==> config.mk <==
export PLATFORM = sky130hd
export DESIGN_NAME = usr_seq_ctrl
export DESIGN_NICKNAME = d
export VERILOG_FILES = /design/src/rtl/usr_pkg.sv /design/src/rtl/usr_seq_ctrl.sv
export SDC_FILE = /design/constraint.sdc
export NUM_CORES = 1
export LEC_CHECK = 0
export ABC_AREA = 1
export BUFFER_PORTS_ARGS = -buffer_cell sky130_fd_sc_hd__buf_2
export CAP_MARGIN = 10
export CORE_UTILIZATION = 48
export DETAILED_ROUTE_END_ITERATION = 10
export PLACE_DENSITY = 0.75
export SYNTH_ARGS = -nofsm -noshare
export SYNTH_HDL_FRONTEND = slang
export SYNTH_SLANG_ARGS = --single-unit
==> constraint.sdc <==
create_clock -name clk -period 1.58 [get_ports clk]
set_clock_uncertainty 0.05 [all_clocks]
set_input_delay 0.316 -clock clk [delete_from_list [all_inputs] [get_ports clk]]
set_output_delay 0.316 -clock clk [all_outputs]
set_load 0.05 [all_outputs]
==> src/rtl/usr_pkg.sv <==
// Shared encodings for the universal shift register sequencer: USR select codes,
// command opcodes and the sequencer FSM states.
package usr_pkg;

    localparam logic [1:0] SEL_HOLD = 2'b00;
    localparam logic [1:0] SEL_SHL  = 2'b01;
    localparam logic [1:0] SEL_SHR  = 2'b10;
    localparam logic [1:0] SEL_LOAD = 2'b11;

    typedef enum logic [1:0] {
        OP_HOLD = 2'd0,
        OP_SHL  = 2'd1,
        OP_SHR  = 2'd2,
        OP_LOAD = 2'd3
    } op_e;

    typedef enum logic [1:0] {
        IDLE = 2'd0,
        LOAD = 2'd1,
        RUN  = 2'd2,
        DONE = 2'd3
    } state_e;

    // Select code driven to the chain while a non-LOAD command is running.
    function automatic logic [1:0] sel_for_op(input op_e op);
        logic [1:0] sel;
        sel = SEL_HOLD;
        case (op)
            OP_SHL:  sel = SEL_SHL;
            OP_SHR:  sel = SEL_SHR;
            OP_LOAD: sel = SEL_LOAD;
            default: sel = SEL_HOLD;
        endcase
        return sel;
    endfunction

endpackage

==> src/rtl/usr_seq_ctrl.sv <==
// Command sequencer for a universal shift register chain: accepts one command per
// handshake, drives select/data/serial inputs, and returns the chain contents with done.
module usr_seq_ctrl
    import usr_pkg::*;
#(
    parameter int WIDTH = 4,
    parameter int CNT_W = 4
) (
    input  logic             clk,
    input  logic             rst,
    input  logic             cmd_valid,
    output logic             cmd_ready,
    input  logic [1:0]       cmd_op,
    input  logic [WIDTH-1:0] cmd_data,
    input  logic [CNT_W-1:0] cmd_count,
    input  logic             cmd_fill,
    output logic [1:0]       select,
    output logic [WIDTH-1:0] d_in,
    output logic             ser_lsb,
    output logic             ser_msb,
    input  logic [WIDTH-1:0] q_in,
    output logic             done,
    output logic [WIDTH-1:0] result_data
);

    state_e             state_q, state_d;
    op_e                op_q, op_d;
    logic [WIDTH-1:0]   data_q, data_d;
    logic [CNT_W-1:0]   count_q, count_d;
    logic               fill_q, fill_d;
    logic               done_q, done_d;
    logic [WIDTH-1:0]   result_q, result_d;

    // NOTE: every signal gets a default before the case so no path leaves it unassigned,
    // which would otherwise infer a latch.
    always_comb begin
        state_d  = state_q;
        op_d     = op_q;
        data_d   = data_q;
        count_d  = count_q;
        fill_d   = fill_q;
        done_d   = 1'b0;
        result_d = result_q;

        case (state_q)
            IDLE: begin
                if (cmd_valid) begin
                    op_d    = op_e'(cmd_op);
                    data_d  = cmd_data;
                    count_d = cmd_count;
                    fill_d  = cmd_fill;
                    if (op_e'(cmd_op) == OP_LOAD) begin
                        state_d = LOAD;
                    end else if (cmd_count == '0) begin
                        state_d = DONE;
                    end else begin
                        state_d = RUN;
                    end
                end
            end
            LOAD: begin
                state_d = DONE;
            end
            RUN: begin
                // Leave after exactly cmd_count cycles: exit when the decremented value hits zero.
                count_d = count_q - CNT_W'(1);
                if (count_d == '0) begin
                    state_d = DONE;
                end
            end
            DONE: begin
                state_d  = IDLE;
                done_d   = 1'b1;
                result_d = q_in;
            end
            default: begin
                state_d = IDLE;
            end
        endcase
    end

    // NOTE: sequential state uses non-blocking assignments so every flop samples
    // pre-edge values regardless of statement order.
    always_ff @(posedge clk or posedge rst) begin
        if (rst) begin
            state_q  <= IDLE;
            op_q     <= OP_HOLD;
            data_q   <= '0;
            count_q  <= '0;
            fill_q   <= 1'b0;
            done_q   <= 1'b0;
            result_q <= '0;
        end else begin
            state_q  <= state_d;
            op_q     <= op_d;
            data_q   <= data_d;
            count_q  <= count_d;
            fill_q   <= fill_d;
            done_q   <= done_d;
            result_q <= result_d;
        end
    end

    // Chain controls depend only on registered state, never on cmd_* directly.
    always_comb begin
        select  = SEL_HOLD;
        d_in    = '0;
        ser_lsb = 1'b0;
        ser_msb = 1'b0;
        case (state_q)
            LOAD: begin
                select = SEL_LOAD;
                d_in   = data_q;
            end
            RUN: begin
                select = sel_for_op(op_q);
                if (op_q == OP_SHL) ser_lsb = fill_q;
                if (op_q == OP_SHR) ser_msb = fill_q;
            end
            default: begin
                select = SEL_HOLD;
            end
        endcase
    end

    assign cmd_ready   = (state_q == IDLE) && !rst;
    assign done        = done_q;
    assign result_data = result_q;

endmodule

==> impl_results.md, run 1 <==
- Status: finished with violations
- Failing checks: setup timing
- Pre-CTS WS: -12.0 ps
- CP max stage delay: 390 ps
- Synth-to-Final Area Change: 55.5%
- Num ports: 32
- Crit path max fanout: 3
- GRT Overall Usage: 24.2%
- WL final: 2390 um
- Slew Viols, Final: 0
- Vias in the first global route: 867
- WL/cell: 13.3 um
- Post-DP Area: 1240 sq um
- Final period utilization: 110%
- Power per cell area: 2470 nW/um^2
- DR DRC count: 0
- Final nets: 180
- Critical Path AT: 1370 ps
- First-pass GRT wire length: 3620 um
- Final instance area: 1490 sq um
- Initial antenna violation count: 0
- Max Cap Viol: 0
- Mean Syn Cell Area: 8.87 sq um
- Peak supply drop: 1430 uV
- Max Buffers Root-to-Sink: 2
- Worst min path class: in -> reg
- Clock Sink Count: 18
- Min Tclk post-route: 1740 ps
- #FFs+latches synth: 18
- Kind of critical path: reg -> out
- Via density: 5.01
- Root buffer cell: clkbuf_4
- Fin Hold WS: 201 ps
- Width of the die: 46.7 um
- Final ANT Viol Nets: 0
- # diodes: 0
- Register area share after synthesis: 47.0%
- Crit. End Element: output pin
- Largest net degree at the start of global routing: 11
- Final Hold Vio Count: 0
- Total CTS buffers: 3
- Leakage: 0.760 nW
- Synth cell types: 17
- Final setup fails: 9
- Synth warn: 0
- Actual slew at the worst max-slew pin: 354 ps
- Post-DP HPWL: 1650 um
- Syn Nets: 132
- Clk_lat worst skew: 290 ps
- DRT Pass-1 Iters: 4
- Worst EP required: 1210 ps
- Critical path startpoint category: register
- Max Freq: 576 MHz
- DR iter-0 viols: 16
- Reg clk slew, reported paths: 100 ps
- Die area: 2180 sq um
- Share of layout cells above drive strength 1: 53.5%
- DR vias: 901
- Max-slew headroom: 76.4%
- Row count: 15
- Grt total ovfl: 0
- Die Ht: 46.7 um
- Setup ws final: -156 ps
- Post-Syn Area: 958 sq um
- GP Congestion: 0.858
- CTS tree: built
- Core Footprint: 1800 sq um
- Slowest CP cell: dfrtp_1
- Critical path, cell by cell: inv_2 > ha_4 > inv_4 > a21oi_4 > buf_6
- Filler Cell Count: 107
- H-tree levels: 1
- RSZ-0062 raised after global routing: true
- Synth Instances: 108
- Buffers added on ports: 31
- Starting density of the core: 53.2%
==> where the power goes <==
part | internal [W] | switching, W | leakage (nW)
registers | 0.000697 | 0.000179 | 0.215
clock network | 0.000140 | 0.000138 | 0.0210
logic | 0.00102 | 0.00150 | 0.524
==> cells by family (layout without fill, tap and decap cells) <==
family / count (synthesis) / in the layout / synth area share [%]
multiplexers: 9 / 9 / 10.6
buffers and inverters: 20 / 67 / 8.22
AND/OR/NAND/NOR: 39 / 39 / 16.7
AO/OA/AOI/OAI: 16 / 16 / 9.66
flip-flops: 18 / 18 / 47.0
adder cells (fa/ha/maj): 6 / 6 / 7.83
==> layout by cell type, fill, tap and decap left out, types with 4 or more instances in the layout <==
master and instances:
buf_2 22, buf_4 9, buf_6 10, dfrtp_1 18, inv_1 9, inv_2 8, mux2_2 9, nand2_1 15
nand2_4 4, nand3_1 7, nor2_1 7, o21ai_0 4
==> repair_timing <==
action	in CTS	in global routing
endpoints found under the setup margin	9	15
hold buffers	1	0
gates resized for setup	42	9
hold endpoints to repair	8	0
pin swaps	5	3
buffers inserted	6	1
cloned	0	0
==> sequential cells by signal, indices dropped and copies added, names as in the netlist <==
signal       flops
count_q          4
data_q           4
result_data      4
op_q             2
state_q          2
done             1
fill_q           1
==> cells in the mapped netlist <==
library cell,number,area share [%]
buf_4,1,0.78
o21ai_2,1,0.91
nor2_1,8,3.1
nand3_1,7,3.7
nand2_2,1,0.65
mux2_2,9,11
o21bai_1,1,0.78
a21oi_1,6,3.1
o21ai_0,5,2.6
nand2_1,21,8.2
dfrtp_1,18,47
ha_1,6,7.8
nor3_1,2,1.0
inv_2,1,0.39
a31oi_1,1,0.65
inv_1,18,7.0
o211ai_1,2,1.6
==> worst paths after layout <==
kind                                            startpoint                         end  slack, ps  cells after the start
worst max-delay path                state_q[0]$_DFFE_PP0P_                   select[1]       -160                      5
worst min-delay path                           cmd_data[3]       data_q[3]$_DFFE_PP0P_        200                      2
worst max register to register      state_q[0]$_DFFE_PP0P_      count_q[3]$_DFFE_PP0P_         70                      7
worst min register to register  result_data[0]$_DFFE_PP0P_  result_data[0]$_DFFE_PP0P_        460                      1
max in group asynchronous                              rst          fill_q$_DFFE_PP0P_        480                      4
min in group asynchronous                              rst  result_data[1]$_DFFE_PP0P_        520                      3
==> worst max-delay path, delay by kind of cell (launching register included) <==
family | cells | cell delay (ps)
adders and majority gates | 1 | 280
AOI/OAI and AO/OA | 1 | 110
DFF | 1 | 390
buffers and inverters | 3 | 300
==> layout make-up <==
class / count / area (sq um) / area share (%)
multi-input combinational: 70 / 566 / 38.0
sequential: 18 / 450 / 30.2
timing repair buffer: 44 / 330 / 22.2
inverter: 19 / 76.3 / 5.12
clock buffer: 4 / 36.3 / 2.43
tap: 25 / 31.3 / 2.10
==> stage by stage <==
stage | power [W] | setup TNS (ps) | util (%) | instances
after global routing | 0.00392 | -1730 | 82.7 | 180
after global placement | 0.00271 | 0 | 68.8 | 169
after CTS | 0.00356 | -1160 | 81.2 | 180
after floorplan | 0.00234 | -80.5 | - | 108
final | 0.00367 | -1180 | 82.7 | 180
after detailed placement | 0.00279 | -12.0 | 68.8 | 169
==> metal layers <==
| layer | track usage, % | share of wire, % |
|---|---|---|
| met1 | 28.1 | 41 |
| met2 | 46.1 | 55 |
| met3 | 2.35 | 3.1 |
| met4 | 6.86 | 0.59 |
| met5 | 0 | 0 |
(Power assumes the default switching activity.)
==> run 2, diff against run 1 <==
- clock period: 1.58 -> 1.9 ns (I/O delays scaled with it)
==> run 2 against run 1 <==
The flow now finishes without violations; clock power down 16%; via count down 2.2%; first-iteration DRC count unchanged; sequential share of layout area up 4.3 points; register-to-register slack better by 240 ps; non-clock buffer count down 9; combinational power down 31%; die area unchanged; wire length down 5.2%; critical path depth unchanged; flip-flop and latch count unchanged; largest power group unchanged.
==> impl_results.md, run 2 (synthesis gave the netlist of run 1 again) <==
- Reg2reg path depth: 7
- RSZ-0062 raised after global routing: true
- DRT Pass-1 Iters: 4
- Width of the die: 46.7 um
- Root buffer cell: clkbuf_4
- Final period utilization: 98.1%
- WL/cell: 13.2 um
- Max-slew headroom: 55.8%
- WL final: 2260 um
- H-tree levels: 1
- GRT Overall Usage: 23.0%
- DR vias: 881
- Setup ws final: 36.6 ps
- Reg2Reg Launch Point: state_q[0]$_DFFE_PP0P_
- Worst r2r dst: count_q[3]$_DFFE_PP0P_
- First-pass GRT wire length: 3410 um
- Post-DP HPWL: 1570 um
- Core Footprint: 1800 sq um
- Total CTS buffers: 3
- Final nets: 171
- Cts hold-fix bufs: 0
- Crit path launch: state_q[0]$_DFFE_PP0P_
- Initial antenna violation count: 0
- Post-DP Area: 1160 sq um
- Synth-to-Final Area Change: 36.2%
- Share of layout cells above drive strength 1: 43.2%
- Max Buffers Root-to-Sink: 2
- Die area: 2180 sq um
- Worst EP required: 1470 ps
- Clk_lat worst skew: 290 ps
- Most frequent cells in the layout: buf_2, nand2_1, dfrtp_1, inv_1, mux2_2
- Reg clk slew, reported paths: 110 ps
- CTS tree: built
- Crit. End Element: output pin
- Crit path max fanout: 3
- Starting density of the core: 53.2%
- FF-to-FF setup slack: 310 ps
- Overall power: 0.00268 W
- # diodes: 0
- Via density: 5.15
- Grt total ovfl: 0
- Clock Sink Count: 18
- Power per cell area: 2050 nW/um^2
- Num ports: 32
- Setup_tns: 0 ps
- Actual slew at the worst max-slew pin: 662 ps
- Row count: 15
- Largest net degree at the start of global routing: 19
- DR DRC count: 0
- Status: completed
- Final Hold Vio Count: 0
- Buffers added on ports: 31
- Worst min path class: in -> async
- Peak supply drop: 1310 uV
- Critical Path AT: 1430 ps
- GP Congestion: 0.872
- Slew Viols, Final: 0
- Pre-CTS WS: 218 ps
- Vias in the first global route: 865
- Kind of critical path: reg -> out
- Max Cap Viol: 0
- Most common cell after layout, fill and taps aside: buf_2
- Leakage: 0.688 nW
- Final setup fails: 0
- Die Ht: 46.7 um
- Fin Hold WS: 117 ps
- Max Freq: 537 MHz
- Critical path startpoint category: register
- Final instance area: 1310 sq um
- Min Tclk post-route: 1860 ps
- Final ANT Viol Nets: 0
- DR iter-0 viols: 16
run 2: metrics by stage:
stage | instances | utilization [%]
after floorplan | 108 | -
after global placement | 164 | 64.5
after detailed placement | 164 | 64.5
after CTS | 171 | 68.8
after global routing | 171 | 72.4
final | 171 | 72.4
run 2: worst max-delay path by stage:
stage | endpoint | slack (ps)
6_report | ser_msb | 40
5_1_grt | ser_lsb | -20
4_1_cts | cmd_ready | 0.04
3_5_place_dp | select[1] | 220
3_3_place_gp | select[0] | 300
2_1_floorplan | ser_msb | 20
run 2: report_power, final:
part | switching [W] | internal [W] | total (W)
sequential | 0.000130 | 0.000579 | 0.000709
clock | 0.000118 | 0.000117 | 0.000235
combinational | 0.00112 | 0.000615 | 0.00174
total | 0.00137 | 0.00131 | 0.00268
run 2: timing repair:
| item | CTS | global route |
|---|---|---|
| pin swaps | 0 | 3 |
| setup endpoints to repair | 5 | 9 |
| buffers inserted | 3 | 0 |
| gates resized for setup | 7 | 16 |
run 2: critical path: stages, from the launching register on:
cell	delay (ps)
dfrtp_1	420
inv_2	120
ha_4	170
nand2_2	70
nor3_2	160
buf_6	190
run 2: layer usage:
| metal | track usage (%) | part of all wire, % | vias to the layer above | wire [um] |
|---|---|---|---|---|
| li1 | - | - | 420 | - |
| met2 | 44.2 | 55 | 39 | 1250 |
| met4 | 8.00 | 1.4 | 0 | 31 |
| met1 | 22.2 | 37 | 418 | 835 |
| met5 | 0 | 0 | - | 0 |
| met3 | 7.84 | 6.4 | 4 | 144 |
run 2: final cells by class:
type	instances	area [sq um]
well taps	25	31.3
repair buffers	35	215
inverters	19	71.3
multi-input cells	70	500
fillers	144	497
clock buffers	4	36.3
flip-flops and latches	18	450
